### src/rtl/rtc_pkg.sv
// rtc_pkg: command codes, field widths, limits and payload positions shared by the RTC timekeeper.
package rtc_pkg;
    typedef enum logic [2:0] {
        CMD_ALARM_CTRL      = 3'b000,
        CMD_SET_ALARM_MIN   = 3'b001,
        CMD_RESET_TIME      = 3'b010,
        CMD_SET_MS          = 3'b011,
        CMD_SET_ALARM_HOURS = 3'b100,
        CMD_SET_SEC         = 3'b101,
        CMD_SET_MIN         = 3'b110,
        CMD_SET_HOURS       = 3'b111
    } cmd_type_e;
    localparam int HOURS_W = 5;
    localparam int MIN_W = 6;
    localparam int SEC_W = 6;
    localparam int MS_W = 10;
    localparam int DATA_W = 10;
    localparam int HOURS_LIM = 24;
    localparam int MIN_LIM = 60;
    localparam int SEC_LIM = 60;
    localparam int MS_LIM = 1000;
    localparam int HOURS_LSB = 5;
    localparam int MIN_LSB = 4;
    localparam int SEC_LSB = 4;
    localparam int ALARM_EN_BIT = 0;
    localparam int ALARM_CLR_BIT = 1;
    function automatic logic is_time_cmd(cmd_type_e t);
        return t inside {CMD_SET_HOURS, CMD_SET_MIN, CMD_SET_SEC, CMD_SET_MS, CMD_RESET_TIME};
    endfunction
endpackage

### src/rtl/rtc_timekeeper_if.sv
// rtc_timekeeper_if: command bus into the timekeeper and the time/alarm outputs it drives.
interface rtc_timekeeper_if import rtc_pkg::*; #(parameter int DAY_W = 9) ();
    logic cmd_valid_i;
    cmd_type_e cmd_type_i;
    logic [DATA_W-1:0] cmd_data_i;
    logic [HOURS_W-1:0] hours_o;
    logic [MIN_W-1:0] minutes_o;
    logic [SEC_W-1:0] seconds_o;
    logic [MS_W-1:0] milliseconds_o;
    logic [DAY_W-1:0] day_o;
    logic alarm_o;
    modport master (
        output cmd_valid_i, cmd_type_i, cmd_data_i,
        input hours_o, minutes_o, seconds_o, milliseconds_o, day_o, alarm_o
    );
    modport slave (
        input cmd_valid_i, cmd_type_i, cmd_data_i,
        output hours_o, minutes_o, seconds_o, milliseconds_o, day_o, alarm_o
    );
endinterface

### src/rtl/rtc_prescaler.sv
// rtc_prescaler: divides the system clock into a one-cycle millisecond tick; clear_i restarts the count.
module rtc_prescaler #(parameter int MS_TICK_DIV = 1) (
    input logic clk_i,
    input logic srst_i,
    input logic clear_i,
    output logic tick_o
);
    localparam int CW = MS_TICK_DIV > 1 ? $clog2(MS_TICK_DIV) : 1;
    logic [CW-1:0] cnt_q;
    assign tick_o = cnt_q == CW'(MS_TICK_DIV - 1);
    always_ff @(posedge clk_i) begin
        if (srst_i || clear_i) cnt_q <= '0;
        else cnt_q <= tick_o ? '0 : cnt_q + 1'b1;
    end
endmodule

### src/rtl/rtc_timekeeper.sv
// rtc_timekeeper: h:m:s.ms clock with settable alarm and day counter.
// Day counter is built only when RTC_DAY_COUNT_EN is defined; otherwise day_o is tied to 0.
module rtc_timekeeper import rtc_pkg::*; #(
    parameter int MS_TICK_DIV = 1,
    parameter int DAY_W = 9
) (
    input logic clk_i,
    input logic srst_i,
    rtc_timekeeper_if.slave bus
);
    logic pre_tick, time_cmd, tick;
    logic set_h, set_m, set_s, set_ms, rst_time, set_ah, set_am, ctrl;
    logic ms_wrap, sec_wrap, min_wrap, hr_wrap, sec_carry, min_carry, hr_carry;
    logic alarm_hit, alarm_en_q, alarm_en_d, alarm_q, alarm_d;
    logic [HOURS_W-1:0] hr_q, hr_d, alarm_h_q, alarm_h_d;
    logic [MIN_W-1:0] min_q, min_d, alarm_m_q, alarm_m_d;
    logic [SEC_W-1:0] sec_q, sec_d;
    logic [MS_W-1:0] ms_q, ms_d;
    logic [DATA_W-1:0] data;
    assign data = bus.cmd_data_i;
    assign set_h = bus.cmd_valid_i && bus.cmd_type_i == CMD_SET_HOURS;
    assign set_m = bus.cmd_valid_i && bus.cmd_type_i == CMD_SET_MIN;
    assign set_s = bus.cmd_valid_i && bus.cmd_type_i == CMD_SET_SEC;
    assign set_ms = bus.cmd_valid_i && bus.cmd_type_i == CMD_SET_MS;
    assign rst_time = bus.cmd_valid_i && bus.cmd_type_i == CMD_RESET_TIME;
    assign set_ah = bus.cmd_valid_i && bus.cmd_type_i == CMD_SET_ALARM_HOURS;
    assign set_am = bus.cmd_valid_i && bus.cmd_type_i == CMD_SET_ALARM_MIN;
    assign ctrl = bus.cmd_valid_i && bus.cmd_type_i == CMD_ALARM_CTRL;
    assign time_cmd = bus.cmd_valid_i && is_time_cmd(bus.cmd_type_i);
    rtc_prescaler #(.MS_TICK_DIV(MS_TICK_DIV)) u_prescaler (
        .clk_i(clk_i),
        .srst_i(srst_i),
        .clear_i(time_cmd),
        .tick_o(pre_tick)
    );
    // A time write owns the cycle: the pending tick is dropped, not deferred.
    assign tick = pre_tick && !time_cmd;
    assign ms_wrap = ms_q == MS_W'(MS_LIM - 1);
    assign sec_wrap = sec_q == SEC_W'(SEC_LIM - 1);
    assign min_wrap = min_q == MIN_W'(MIN_LIM - 1);
    assign hr_wrap = hr_q == HOURS_W'(HOURS_LIM - 1);
    assign sec_carry = tick && ms_wrap;
    assign min_carry = sec_carry && sec_wrap;
    assign hr_carry = min_carry && min_wrap;
    assign ms_d = rst_time ? '0 : set_ms ? MS_W'(data % MS_LIM) : tick ? (ms_wrap ? '0 : ms_q + 1'b1) : ms_q;
    assign sec_d = rst_time ? '0 : set_s ? SEC_W'(data[DATA_W-1:SEC_LSB] % SEC_LIM) :
                   sec_carry ? (sec_wrap ? '0 : sec_q + 1'b1) : sec_q;
    assign min_d = rst_time ? '0 : set_m ? MIN_W'(data[DATA_W-1:MIN_LSB] % MIN_LIM) :
                   min_carry ? (min_wrap ? '0 : min_q + 1'b1) : min_q;
    assign hr_d = rst_time ? '0 : set_h ? HOURS_W'(data[DATA_W-1:HOURS_LSB] % HOURS_LIM) :
                  hr_carry ? (hr_wrap ? '0 : hr_q + 1'b1) : hr_q;
    assign alarm_h_d = set_ah ? HOURS_W'(data[DATA_W-1:HOURS_LSB] % HOURS_LIM) : alarm_h_q;
    assign alarm_m_d = set_am ? MIN_W'(data[DATA_W-1:MIN_LSB] % MIN_LIM) : alarm_m_q;
    assign alarm_en_d = ctrl ? data[ALARM_EN_BIT] : alarm_en_q;
    // Only a tick can land on the alarm time; tick is already low whenever time is written.
    assign alarm_hit = alarm_en_q && tick && hr_d == alarm_h_q && min_d == alarm_m_q && sec_d == '0 && ms_d == '0;
    assign alarm_d = alarm_hit || (alarm_q && !(ctrl && data[ALARM_CLR_BIT]));
    always_ff @(posedge clk_i) begin
        if (srst_i) begin
            hr_q <= '0;
            min_q <= '0;
            sec_q <= '0;
            ms_q <= '0;
            alarm_h_q <= '0;
            alarm_m_q <= '0;
            alarm_en_q <= 1'b0;
            alarm_q <= 1'b0;
        end else begin
            hr_q <= hr_d;
            min_q <= min_d;
            sec_q <= sec_d;
            ms_q <= ms_d;
            alarm_h_q <= alarm_h_d;
            alarm_m_q <= alarm_m_d;
            alarm_en_q <= alarm_en_d;
            alarm_q <= alarm_d;
        end
    end
`ifdef RTC_DAY_COUNT_EN
    logic [DAY_W-1:0] day_q;
    always_ff @(posedge clk_i) begin
        if (srst_i || rst_time) day_q <= '0;
        else day_q <= day_q + DAY_W'(hr_carry && hr_wrap);
    end
    assign bus.day_o = day_q;
`else
    assign bus.day_o = '0;
`endif
    assign bus.hours_o = hr_q;
    assign bus.minutes_o = min_q;
    assign bus.seconds_o = sec_q;
    assign bus.milliseconds_o = ms_q;
    assign bus.alarm_o = alarm_q;
endmodule

### src/flat_wrapper.sv
// flat-port wrapper written by rule: the top's interface ports become plain ports
module rtc_timekeeper_flat import rtc_pkg::*;
#(
    parameter int MS_TICK_DIV = 1,
    parameter int DAY_W = 9
)
  (clk_i, srst_i, bus_cmd_valid_i, bus_cmd_type_i, bus_cmd_data_i, bus_hours_o, bus_minutes_o, bus_seconds_o, bus_milliseconds_o, bus_day_o, bus_alarm_o);
  rtc_timekeeper_if #(.DAY_W(DAY_W)) bus_i ();
  input logic clk_i;
  input logic srst_i;
  input wire logic [$bits(bus_i.cmd_valid_i)-1:0] bus_cmd_valid_i;
  input wire logic [$bits(bus_i.cmd_type_i)-1:0] bus_cmd_type_i;
  input wire logic [$bits(bus_i.cmd_data_i)-1:0] bus_cmd_data_i;
  output wire logic [$bits(bus_i.hours_o)-1:0] bus_hours_o;
  output wire logic [$bits(bus_i.minutes_o)-1:0] bus_minutes_o;
  output wire logic [$bits(bus_i.seconds_o)-1:0] bus_seconds_o;
  output wire logic [$bits(bus_i.milliseconds_o)-1:0] bus_milliseconds_o;
  output wire logic [$bits(bus_i.day_o)-1:0] bus_day_o;
  output wire logic [$bits(bus_i.alarm_o)-1:0] bus_alarm_o;
  assign bus_i.cmd_valid_i = bus_cmd_valid_i;
  assign bus_i.cmd_type_i = bus_cmd_type_i;
  assign bus_i.cmd_data_i = bus_cmd_data_i;
  assign bus_hours_o = bus_i.hours_o;
  assign bus_minutes_o = bus_i.minutes_o;
  assign bus_seconds_o = bus_i.seconds_o;
  assign bus_milliseconds_o = bus_i.milliseconds_o;
  assign bus_day_o = bus_i.day_o;
  assign bus_alarm_o = bus_i.alarm_o;
  rtc_timekeeper #(.MS_TICK_DIV(MS_TICK_DIV), .DAY_W(DAY_W)) u_core (.clk_i(clk_i), .srst_i(srst_i), .bus(bus_i));
endmodule
### config.mk
export PLATFORM = sky130hd
export DESIGN_NAME = rtc_timekeeper_flat
export DESIGN_NICKNAME = d
export VERILOG_FILES = /design/src/rtl/rtc_pkg.sv /design/src/rtl/rtc_timekeeper_if.sv /design/src/rtl/rtc_prescaler.sv /design/src/rtl/rtc_timekeeper.sv /design/src/flat_wrapper.sv
export SDC_FILE = /design/constraint.sdc
export NUM_CORES = 1
export LEC_CHECK = 0
export CAP_MARGIN = 20
export CORE_MARGIN = 5
export CORE_UTILIZATION = 45
export CTS_BUF_LIST = sky130_fd_sc_hd__clkbuf_16
export DETAILED_ROUTE_END_ITERATION = 10
export GPL_TIMING_DRIVEN = 1
export PLACE_DENSITY_LB_ADDON = 0.05
export SYNTH_ARGS = -nofsm -noshare
export SYNTH_HDL_FRONTEND = slang
export SYNTH_SLANG_ARGS = --single-unit
### constraint.sdc
create_clock -name clk_i -period 3 [get_ports clk_i]
set_input_delay 0.6 -clock clk_i [delete_from_list [all_inputs] [get_ports clk_i]]
set_output_delay 0.6 -clock clk_i [all_outputs]
set_load 0.01 [all_outputs]
==> out/metrics.csv <==
stage,metric,value,unit
status,outcome,"finished, final reports clean",
global_route,grt_pass1_vias,3406,
global_route,grt_pass1_wl,17.8,mm
drt,drt-initial-drc-count,308,
global_route,antenna_found_initial,0,
synth,synth_flop_cell,dfxtp_1,
worst_setup_path,crit_path_frequent_cell,nand4_1,
die,initial_core_util,0.463,
final_layout,multi_input_area,2190,um^2
global_route,grt_use_total,0.255,
cts,insertion_delay,290,ps
worst_hold_path,hp-class,reg2reg,
power,ir_drop,0.292,mV
global_route,grt_max_degree,30,
drt,drt_wl_total,11.0,mm
worst_hold_path,hold_depth,2,
run,drv_cap,0,
synth,synth_top_cell_area_share,0.259,
synth,avgSynthCellArea,7.91,um^2
final_layout,diodes,0,
synth,syn_area,3160,um^2
cts,clk_pin_slew,60,ps
drt,drc,0,
worst_setup_path,path_cells,clkdlybuf4s50_1 > inv_1 > ha_1 > o41ai_1 > nand2_1 > nand4_1 > o2111ai_1 > nor4_1 > nand4_1 > o31ai_1,
worst_setup_path,cp-end-kind,flop,
cts,cts_buffers,5,
final_layout,layout-drive-gt1-share,0.182,
timing,fin_hold_ws,518,ps
die,die_x,93.8,um
cts,clk_path_buf_depth,2,
cts,htree_levels,2,
place,post-dp-hpwl,8.47,mm
worst_hold_path,min_from,u_core.bus.alarm_o,
die,core.rowCount,30,
worst_setup_path,reg2reg_depth,9,
synth,ys.warnings.count,0,
final_layout,design_area,4240,um^2
timing,worst-slew-pin-transition,589,ps
die,die_h,93.8,um
synth,ys_ff_latch,41,
timing,fmax,341,MHz
worst_setup_path,critical_path_class,in2reg,
synth,synth_edf_count,0,
cts,clock_tree.root_cell,clkbuf_16,
timing,hold_viol,0,
cts,cts_sinks,41,
place,routabilityCongestion,0.970,
synth,synth_area_leaders,"dfxtp_1, nor2_1, mux2i_1",
final_layout,nets,512,
timing,tns,0,ps
global_route,overflow,0,
timing,period_share,0.978,
worst_setup_path,critPathMaxStageDelay,600,ps
synth,async_flop_share,0,
die,design.die.area,8810,um^2
drt,drtPass1Iterations,4,
synth,ys_types,76,
worst_setup_path,path_delay_family,compound AO/OA/AOI/OAI gates,
drt,avgViaCountPerCell,6.11,
worst_setup_path,critPathSlowestCell,o41ai_1,
die,pin_count,53,
power,leakagePower,1.62,nW
worst_setup_path,worstSetupStartpointType,input port,
final_layout,layout.cells.non_filler,586,
timing,final-max-slew-violation-count,0,
worst_hold_path,hold-path-endpoint,u_core.bus.alarm_o,
place,detailed_place.area,4040,um^2
worst_setup_path,worstPathArrival,3130,ps
worst_setup_path,reg2reg_from,u_core.bus.milliseconds_o[1],
die,core,6830,um^2
synth,synthCells,400,
worst_setup_path,required,3200,ps
drt,num_vias,3580,
worst_setup_path,reg2reg_setup_slack,260,ps
timing,slew_headroom,0.602,
drt,drtAntennaViolNets,0,
final_layout,regArea,821,um^2
timing,setup_viol,0,
place,place_inst,577,
timing,min_period,2930,ps
timing,rsz0062_at_grt,no,
drt,wl_per_cell,18.7,um
worst_setup_path,worstReg2RegEnd,u_core.bus.alarm_o,
synth,seq_area_frac_synth,0.259,
timing,finClkSkew,7.96,ps
place,port_buffers,43,
cts,cts_tree,built,
worst_setup_path,critPathBufInv,2,
worst_setup_path,cp_max_fo,4,
synth,synth_top_area_cell,dfxtp_1,
final_layout,syn2layout_area_growth,34.0,%
final_layout,nFillCells,604,
power,power-per-cell-area,348,nW/um^2
-- synthesized netlist by cell type (3+ instances only) --
cell type  count
nor2b_1        5
nor2_1        47
o31ai_1        5
nand4_1        9
o21ai_1        5
mux2i_1       13
o21ai_0       11
nand2b_1       7
and3_1        10
o21a_1         4
a31oi_1        3
and2_1         4
a41oi_1        3
nor3b_1        8
clkbuf_1      14
buf_2          7
nor3_1        18
o22ai_1        3
ha_1           7
o41ai_1        3
o2111ai_1      6
dfxtp_1       41
a21oi_1       10
inv_1         12
o211ai_1       6
xnor2_1       10
a211oi_1       9
buf_4          9
nand2_1       24
and4_1         3
nand4b_1       3
a21boi_0       3
a21o_1         5
nand3_1       16
nor4_1         7
-- worst register-to-register path: cells and delay by family (launching register included) --
family | cells | cell delay [ps]
flip-flops | 1 | 420
adder cells (fa/ha/maj) | 1 | 240
AND/OR/NAND/NOR | 3 | 920
AO/OA/AOI/OAI | 5 | 1070
-- layout by cell type, fill, tap and decap left out, drive strengths merged, types with 10 or more instances in the layout --
| cell | count |
|---|---|
| a21oi | 12 |
| conb | 10 |
| nor3 | 19 |
| and3 | 10 |
| o21ai | 17 |
| clkdlybuf4s50 | 42 |
| nand4 | 10 |
| a211oi | 10 |
| nand3 | 17 |
| dfxtp | 41 |
| xnor2 | 10 |
| buf | 61 |
| mux2i | 13 |
| nor2 | 47 |
| nand2 | 25 |
| inv | 13 |
-- flip-flops by register name (all words and copies together) (netlist names) --
name	count
u_core.bus.milliseconds_o	10
u_core.bus.seconds_o	6
u_core.alarm_m_q	6
u_core.u_prescaler.cnt_q	1
u_core.alarm_en_q	1
u_core.bus.minutes_o	6
u_core.alarm_h_q	5
u_core.bus.hours_o	5
u_core.bus.alarm_o	1
-- area by class of cell --
cell class,instances,share of cell area
Inverter,12,0.0106
Clock inverter,3,0.00885
Timing Repair Buffer,104,0.213
Sequential cell,41,0.194
Multi-Input combinational cell,325,0.516
Tap cell,96,0.0283
Clock buffer,5,0.0295
-- kinds of logic after synthesis --
| family | share of synthesized area |
|---|---|
| other | 0.00119 |
| AO/OA/AOI/OAI | 0.246 |
| AND/OR/NAND/NOR | 0.327 |
| XOR/XNOR | 0.0277 |
| buffers and inverters | 0.0668 |
| multiplexers | 0.0447 |
| adder cells (fa/ha/maj) | 0.0277 |
| flip-flops | 0.259 |
-- per-stage QoR --
stage	power (mW)	setup WS, ps	util
floorplan	0.737	607	-
global placement	0.868	-277	0.592
detailed placement	0.869	-275	0.592
CTS	1.48	15.1	0.616
global route	1.53	9.31	0.621
finish	1.48	65.8	0.621
-- how the worst max path moves through the flow --
stage | end | slack [ps] | depth (start not counted) | startpoint
after floorplan | u_core.bus.alarm_o | 610 | 9 | bus_cmd_data_i[7]
after global placement | u_core.bus.alarm_o | -280 | 10 | bus_cmd_type_i[0]
after detailed placement | u_core.bus.alarm_o | -270 | 10 | bus_cmd_type_i[0]
after CTS | u_core.bus.alarm_o | 20 | 10 | bus_cmd_type_i[0]
after global routing | u_core.bus.alarm_o | 9 | 11 | bus_cmd_type_i[2]
final | u_core.bus.alarm_o | 70 | 10 | bus_cmd_data_i[3]
-- layer usage --
layer,GRT usage,wire length [um]
met1,0.363,5000
met2,0.384,4870
met3,0.0417,819
met4,0.0927,283
met5,0,0
-- where the power goes --
part	internal [mW]	switching, mW
combinational	0.135	0.149
clock	0.387	0.222
sequential	0.560	0.0226
total	1.08	0.394
-- timing repair --
action                                 4_1_cts  5_1_grt
setup endpoints to repair                    0        1
hold buffers                                 0        0
setup buffers                                0        1
endpoints found under the hold margin        0        0
resized for setup                            0        6
Note: power is estimated with default switching activity, not from simulation.
